--- src/rtl/serial_add_pkg.sv ---
// Shared definitions for the bit-serial adder controller: FSM state
// encoding and the default operand width.
package serial_add_pkg;

  localparam int SERIAL_ADD_WIDTH = 8;

  typedef enum logic [1:0] {
    ST_IDLE = 2'd0,
    ST_RUN  = 2'd1,
    ST_DONE = 2'd2
  } state_t;

endpackage

--- src/rtl/fa_cell.sv ---
// Single-bit full-adder cell used by the serial adder datapath.
module fa_cell (
  input  logic a,
  input  logic b,
  input  logic ci,
  output logic s,
  output logic co
);

  // Sum and carry of one bit position.
  always_comb begin
    s  = a ^ b ^ ci;
    co = (a & b) | (a & ci) | (b & ci);
  end

endmodule

--- src/rtl/serial_add_ctrl.sv ---
// Bit-serial adder controller: loads two operands and a carry-in, then feeds
// one bit pair per clock through a single fa_cell, LSB first. The sum is
// shifted in from the top so that it lines up after WIDTH cycles.
//
// Optional build macro SERIAL_ADD_OVF_EN adds the signed-overflow output ovf.
//
// state   | meaning
// --------+----------------------------------------------------------
// ST_IDLE | waiting for start; sum/cout hold the last result
// ST_RUN  | one bit pair per cycle through the full-adder (busy=1)
// ST_DONE | result valid for one cycle (done=1); start here reloads
module serial_add_ctrl
  import serial_add_pkg::*;
#(
  parameter int WIDTH = SERIAL_ADD_WIDTH,
  parameter int CNT_W = $clog2(WIDTH) + 1
) (
  input  logic             clk,
  input  logic             rst_n,
  input  logic             start,
  input  logic [WIDTH-1:0] a,
  input  logic [WIDTH-1:0] b,
  input  logic             cin,
  output logic             busy,
  output logic             done,
  output logic [WIDTH-1:0] sum,
  output logic             cout
`ifdef SERIAL_ADD_OVF_EN
  ,
  output logic             ovf
`endif
);

  localparam logic [CNT_W-1:0] LAST_BIT = CNT_W'(WIDTH - 1);

  state_t           state_q;
  state_t           state_d;
  logic             load;
  logic             shift;
  logic             last_bit;

  logic [WIDTH-1:0] a_q;
  logic [WIDTH-1:0] b_q;
  logic [WIDTH-1:0] sum_q;
  logic             carry_q;
  logic             cout_q;
  logic [CNT_W-1:0] cnt_q;

  logic             fa_s;
  logic             fa_co;

  fa_cell u_fa (
    .a  (a_q[0]),
    .b  (b_q[0]),
    .ci (carry_q),
    .s  (fa_s),
    .co (fa_co)
  );

  assign last_bit = (cnt_q == LAST_BIT);

  // State register.
  always_ff @(posedge clk or negedge rst_n) begin
    if (!rst_n) state_q <= ST_IDLE;
    else        state_q <= state_d;
  end

  // Next-state decode and control strobes; start is only honoured in IDLE/DONE.
  always_comb begin
    state_d = state_q;
    load    = 1'b0;
    shift   = 1'b0;
    busy    = 1'b0;
    done    = 1'b0;
    case (state_q)
      ST_IDLE: begin
        if (start) begin
          load    = 1'b1;
          state_d = ST_RUN;
        end
      end
      ST_RUN: begin
        busy  = 1'b1;
        shift = 1'b1;
        if (last_bit) state_d = ST_DONE;
      end
      ST_DONE: begin
        done = 1'b1;
        if (start) begin
          load    = 1'b1;
          state_d = ST_RUN;
        end else begin
          state_d = ST_IDLE;
        end
      end
      default: state_d = ST_IDLE;
    endcase
  end

  // Operand shift registers, running carry and bit counter.
  always_ff @(posedge clk or negedge rst_n) begin
    if (!rst_n) begin
      a_q     <= '0;
      b_q     <= '0;
      carry_q <= 1'b0;
      cnt_q   <= '0;
    end else if (load) begin
      a_q     <= a;
      b_q     <= b;
      carry_q <= cin;
      cnt_q   <= '0;
    end else if (shift) begin
      a_q     <= {1'b0, a_q[WIDTH-1:1]};
      b_q     <= {1'b0, b_q[WIDTH-1:1]};
      carry_q <= fa_co;
      cnt_q   <= cnt_q + CNT_W'(1);
    end
  end

  // Result register: sum bits enter at the MSB; final carry captured on the last bit.
  always_ff @(posedge clk or negedge rst_n) begin
    if (!rst_n) begin
      sum_q  <= '0;
      cout_q <= 1'b0;
    end else if (shift) begin
      sum_q <= {fa_s, sum_q[WIDTH-1:1]};
      if (last_bit) cout_q <= fa_co;
    end
  end

`ifdef SERIAL_ADD_OVF_EN
  logic ovf_q;

  // Signed overflow: on the MSB cycle carry_q is the carry into the MSB.
  always_ff @(posedge clk or negedge rst_n) begin
    if (!rst_n)                ovf_q <= 1'b0;
    else if (shift && last_bit) ovf_q <= carry_q ^ fa_co;
  end

  assign ovf = ovf_q;
`endif

  assign sum  = sum_q;
  assign cout = cout_q;

endmodule

--- config.mk ---
export PLATFORM = sky130hd
export DESIGN_NAME = serial_add_ctrl
export DESIGN_NICKNAME = d
export VERILOG_FILES = /design/src/rtl/serial_add_pkg.sv /design/src/rtl/fa_cell.sv /design/src/rtl/serial_add_ctrl.sv
export SDC_FILE = /design/constraint.sdc
export NUM_CORES = 1
export LEC_CHECK = 0
export ABC_AREA = 1
export BUFFER_PORTS_ARGS = -buffer_cell sky130_fd_sc_hd__buf_2
export CORE_MARGIN = 2
export CORE_UTILIZATION = 55
export CTS_BUF_LIST = sky130_fd_sc_hd__clkbuf_4 sky130_fd_sc_hd__clkbuf_8
export CTS_CLUSTER_SIZE = 16
export DETAILED_ROUTE_END_ITERATION = 10
export HOLD_SLACK_MARGIN = 0.15
export PLACE_DENSITY = 0.78
export SLEW_MARGIN = 0
export SYNTH_ARGS = -nofsm -noshare
export SYNTH_HDL_FRONTEND = slang
export SYNTH_SLANG_ARGS = --single-unit
--- constraint.sdc ---
create_clock -name clk -period 2.4 [get_ports clk]
set_input_delay 0.48 -clock clk [delete_from_list [all_inputs] [get_ports clk]]
set_output_delay 0.48 -clock clk [all_outputs]
set_load 0.05 [all_outputs]
* Yosys cells after proc, flatten, opt, wreduce, memory -nomap -nowiden
Index checks and enable logic that the tools add are counted.
** Cells by class
- Add/sub/neg operators :: 1
- Equal/unequal tests :: 5
- Multiplexer cells :: 16
- Bitwise operators :: 7
- Reductions and logical operators :: 5
** Operator list (number)
- $mux 8 :: 4
- $mux 4 :: 2
- $mux 1 :: 7
- $pmux 2 s3 :: 1
- $add 4x1->4 const B :: 1
- $eq 4x3->1 const B :: 1
- $mux 2 :: 2
- $ne 2x2->1 const B :: 2
- $reduce_and 2->1 :: 2
- $and 1x1->1 :: 3
- $eq 2x1->1 const B :: 1
- $eq 2x2->1 const B :: 1
- $logic_not 2->1 :: 1
- $or 1x1->1 :: 2
- $reduce_bool 2->1 :: 1
- $reduce_or 2->1 :: 1
- $xor 1x1->1 :: 2
** Word-level totals
- Flip-flop bits (word level) :: 32
- Bits of input ports :: 20
- Output and inout bits :: 11
- Word-level logic and storage cells :: 41

* Depth between registers and ports, before layout
- Depth after elaboration :: 5
- Gate-level depth with buffers :: 7
- Mapped depth without buffers :: 6

* Modules after synthesis
Synthesis repeated with hierarchy kept, for this count alone.
** Second synthesis, totals
- Cell total of the unflattened synthesis :: 162
- Area total of the unflattened synthesis :: 1440.1 µm²
** Modules (own cells, without submodules)
- serial_add_ctrl :: times used 1, cells each 161, area each 1420.1 µm², seq. area each 800.8 µm²
- fa_cell :: times used 1, cells each 1, area each 20.0 µm², seq. area each 0.0 µm²

* Worst setup path before layout
No wires, ideal clock.
- Path type :: flip-flop to output port
- From :: register state_q[1]
- To :: output port done
- Arrival :: 1.074 ns
- Required time :: 1.920 ns
- Setup slack :: 0.846 ns
- Cell stages (with the launch flop) :: 3
- Buffers on the path :: 0
- Path through :: dfrtp_1 -> inv_1 -> nor2_1
** Between the ends
- Word-level cells in the longest chain between the ends :: 2
** RTL lines
- start: declaration :: line serial_add_ctrl.sv:36 : state_t state_q;
- start signal: assignment :: line serial_add_ctrl.sv:65 : else state_q <= state_d;
- $eq 2x2->1 :: line serial_add_ctrl.sv:75 : case (state_q)
- $mux 1 :: line serial_add_ctrl.sv:75
- end: declaration :: line serial_add_ctrl.sv:25 : output logic done,
No other way between the ends.

* Worst setup path after layout
- From :: register state_q[0]
- To :: output port busy
** Between the ends
- Word-level cells in the longest chain between the ends :: 2
** RTL lines
- $eq 2x1->1 :: line serial_add_ctrl.sv:75
- $mux 1 :: line serial_add_ctrl.sv:75
- end: declaration :: line serial_add_ctrl.sv:24 : output logic busy,
No other way between the ends.

==> results.txt <==
H-tree levels - 2
Largest cells by area after synthesis - dfrtp_1, nand2_1, inv_1
CTS tree - yes
Synthesis Warnings - 0
Slew @ Worst Pin - 0.7059 ns
Setup Viol. Count Final - 0
Average wire per standard cell - 11.47 um
IO Pins - 31
Post-synthesis sequential area ratio - 0.5333
# clock sinks - 32
Resized cells post-CTS - 0
Post-Syn Instances - 194
Die area - 3164 sq um
Core box area - 2522 sq um
Top layer in use - met4
GRT overflow - 0
R2R Setup Slk - 0.79 ns
Critical path startpoint category - register
Tot GR Track Use - 0.2260
Met3 Routed Length - 172 um
Clock Latency Late Sink - 0.34 ns
Skew final - 0.006395 ns
RSZ-0062 raised after global routing - no
Critical Path End - busy
FF-to-FF path depth - 6
# rows - 18
Req. time, crit path - 1.92 ns
Share of cells above drive strength 1 - 0.1947
Rel. slew slack - 0.5289
P per Cell Area - 1388 nW/um^2
CTS root buffer - clkbuf_4
Crit path DAT - 1.48 ns
# port buffers - 30
Placed Area - 1650 sq um
Drt pass-1 iters - 4
Crit-path max FO - 17
Synthesis-to-finish area growth - 14.00%
Final Cycle Share - 0.8160
Metal-1 WL - 1227 um
Die height - 56.25 um
Worst-path cell chain - inv_2 > nor2_4 > buf_2
Top-count cell post-synth - nand2_1
Initial detailed-routing violation count - 33
Via count - 1,269
Buf/Inv on CP - 2
FILL cells - 231
Max incr delay on CP - 0.42 ns
Leak Pwr - 1.021 nW
Crit path kind - reg -> out
Largest delay share family, worst path - buffers and inverters
Chip width - 56.25 um
Post-layout net count - 247
Gp weighted congestion - 0.8458
Metal2 WL - 1466 um
Hold Vio Cnt, Final - 0
CP Depth - 3
Status - complete, no violations
Fin crit period - 1.958 ns
Final wirelength - 2936 um
Final instance area - 1712 sq um
Top FF cell, synth - dfrtp_1
Count of final max-slew check failures - 0
Post-Syn Area - 1501 sq um
FF+latch count, synth - 32
Mapped Nets - 216
CP max-delay cell - dfrtp_1
Clock Pin Slew Worst Setup and Hold Paths - 0.09 ns
Avg Synthesized Cell Area - 7.739 sq um
Starting Density - 0.5952
Antenna cells - 0
Reg-to-reg endpoint - b_q[4]
Max_cap viols - 0
Largest net degree at the start of global routing - 33
Setup TNS - 0 ns
FF-to-FF Start - state_q[1]
Crit. Startpoint - state_q[0]
Crit. End Element - primary output
Initial antenna violation count - 0
Num CTS Buffers - 5
Yosys cell types - 17
Clk buf depth - 2
HPWL after detailed placement - 1945 um
Fmax - 510.6 MHz
Post-synth EDFFs - 0
Yosys top cell area share - 0.5333
Post-synth ARST share - 1.000
Hold_buf cts - 0
Largest area contributor in the netlist - dfrtp_1
Vias in the first global route - 1,260
Post-route ant nets - 0
Hold WC Path Type - in -> async
First-pass GRT wire length - 5361 um
Residual DRC - 0
Vias per Instance - 4.957
# Post-CTS Setup Buffers - 0
VDD IR-drop max - 0.9030 mV
Top cells by count, synth - nand2_1, dfrtp_1, inv_1
layout by cell type (no fill, tap or decap), types with 2 or more instances in the layout:
cell type,count
nor2_1,4
dfrtp_1,32
nand2_2,2
nand2_1,89
nand3_1,14
inv_1,28
clkbuf_4,5
clkinv_2,2
buf_2,30
o21ai_0,12
cells by family (layout without fill, tap and decap cells):
group / count (synthesis) / count (layout) / share of synthesized area
AO/OA/AOI/OAI: 13 / 13 / 0.04333
flip-flops: 32 / 32 / 0.5333
AND/OR/NAND/NOR: 111 / 111 / 0.2992
buffers and inverters: 36 / 68 / 0.1025
adder cells (fa/ha/maj): 2 / 2 / 0.02167
final cells by class:
cell class	count	area, sq um	share of cell area
repair buffers	30	150.1	0.08772
clock buffers	6	51.30	0.02997
well taps	30	37.54	0.02193
multi-input cells	126	546.8	0.3194
inverters	30	115.1	0.06725
flip-flops and latches	32	800.8	0.4678
clock inverters	2	10.01	0.005848
layer usage:
layer | GRT usage | vias up
li1 | - | 642
met1 | 0.2530 | 582
met2 | 0.3849 | 37
met3 | 0.06221 | 8
met4 | 0.1293 | 0
met5 | 0 | -
power by group:
part           switching [W]  internal [W]  total (W)
clock network       0.000189      0.000139   0.000329
registers           0.000151      0.000780   0.000930
logic               0.000806      0.000310    0.00112
total                0.00115       0.00123    0.00238
worst min path at each step:
stage,start,endpoint,slack [ns]
global route,rst_n,cnt_q[3],0.22
global placement,sum[0],sum[0],0.46
floorplan,rst_n,a_q[0],0.18
CTS,rst_n,cout,0.19
detailed placement,a_q[2],a_q[2],0.47
finish,rst_n,sum[2],0.17
sequential cells by signal, summed over array words and instances, names as in the netlist:
signal	count
a_q	8
b_q	8
sum	8
cnt_q	4
state_q	2
carry_q	1
cout	1
stage by stage:
stage                       util  std cells  hold slack [ns]  total power, W  setup slack, ns
after floorplan                -        194           0.1844        0.001835           0.8458
after global placement    0.6543        248           0.4588        0.002021           0.8290
after detailed placement  0.6543        248           0.4665        0.002059           0.8256
after CTS                 0.6786        256           0.1872        0.002398           0.4392
after global routing      0.6786        256           0.2197        0.002617           0.3493
final                     0.6786        256           0.1683        0.002375           0.4417
Note: power is estimated with default switching activity, not from simulation.
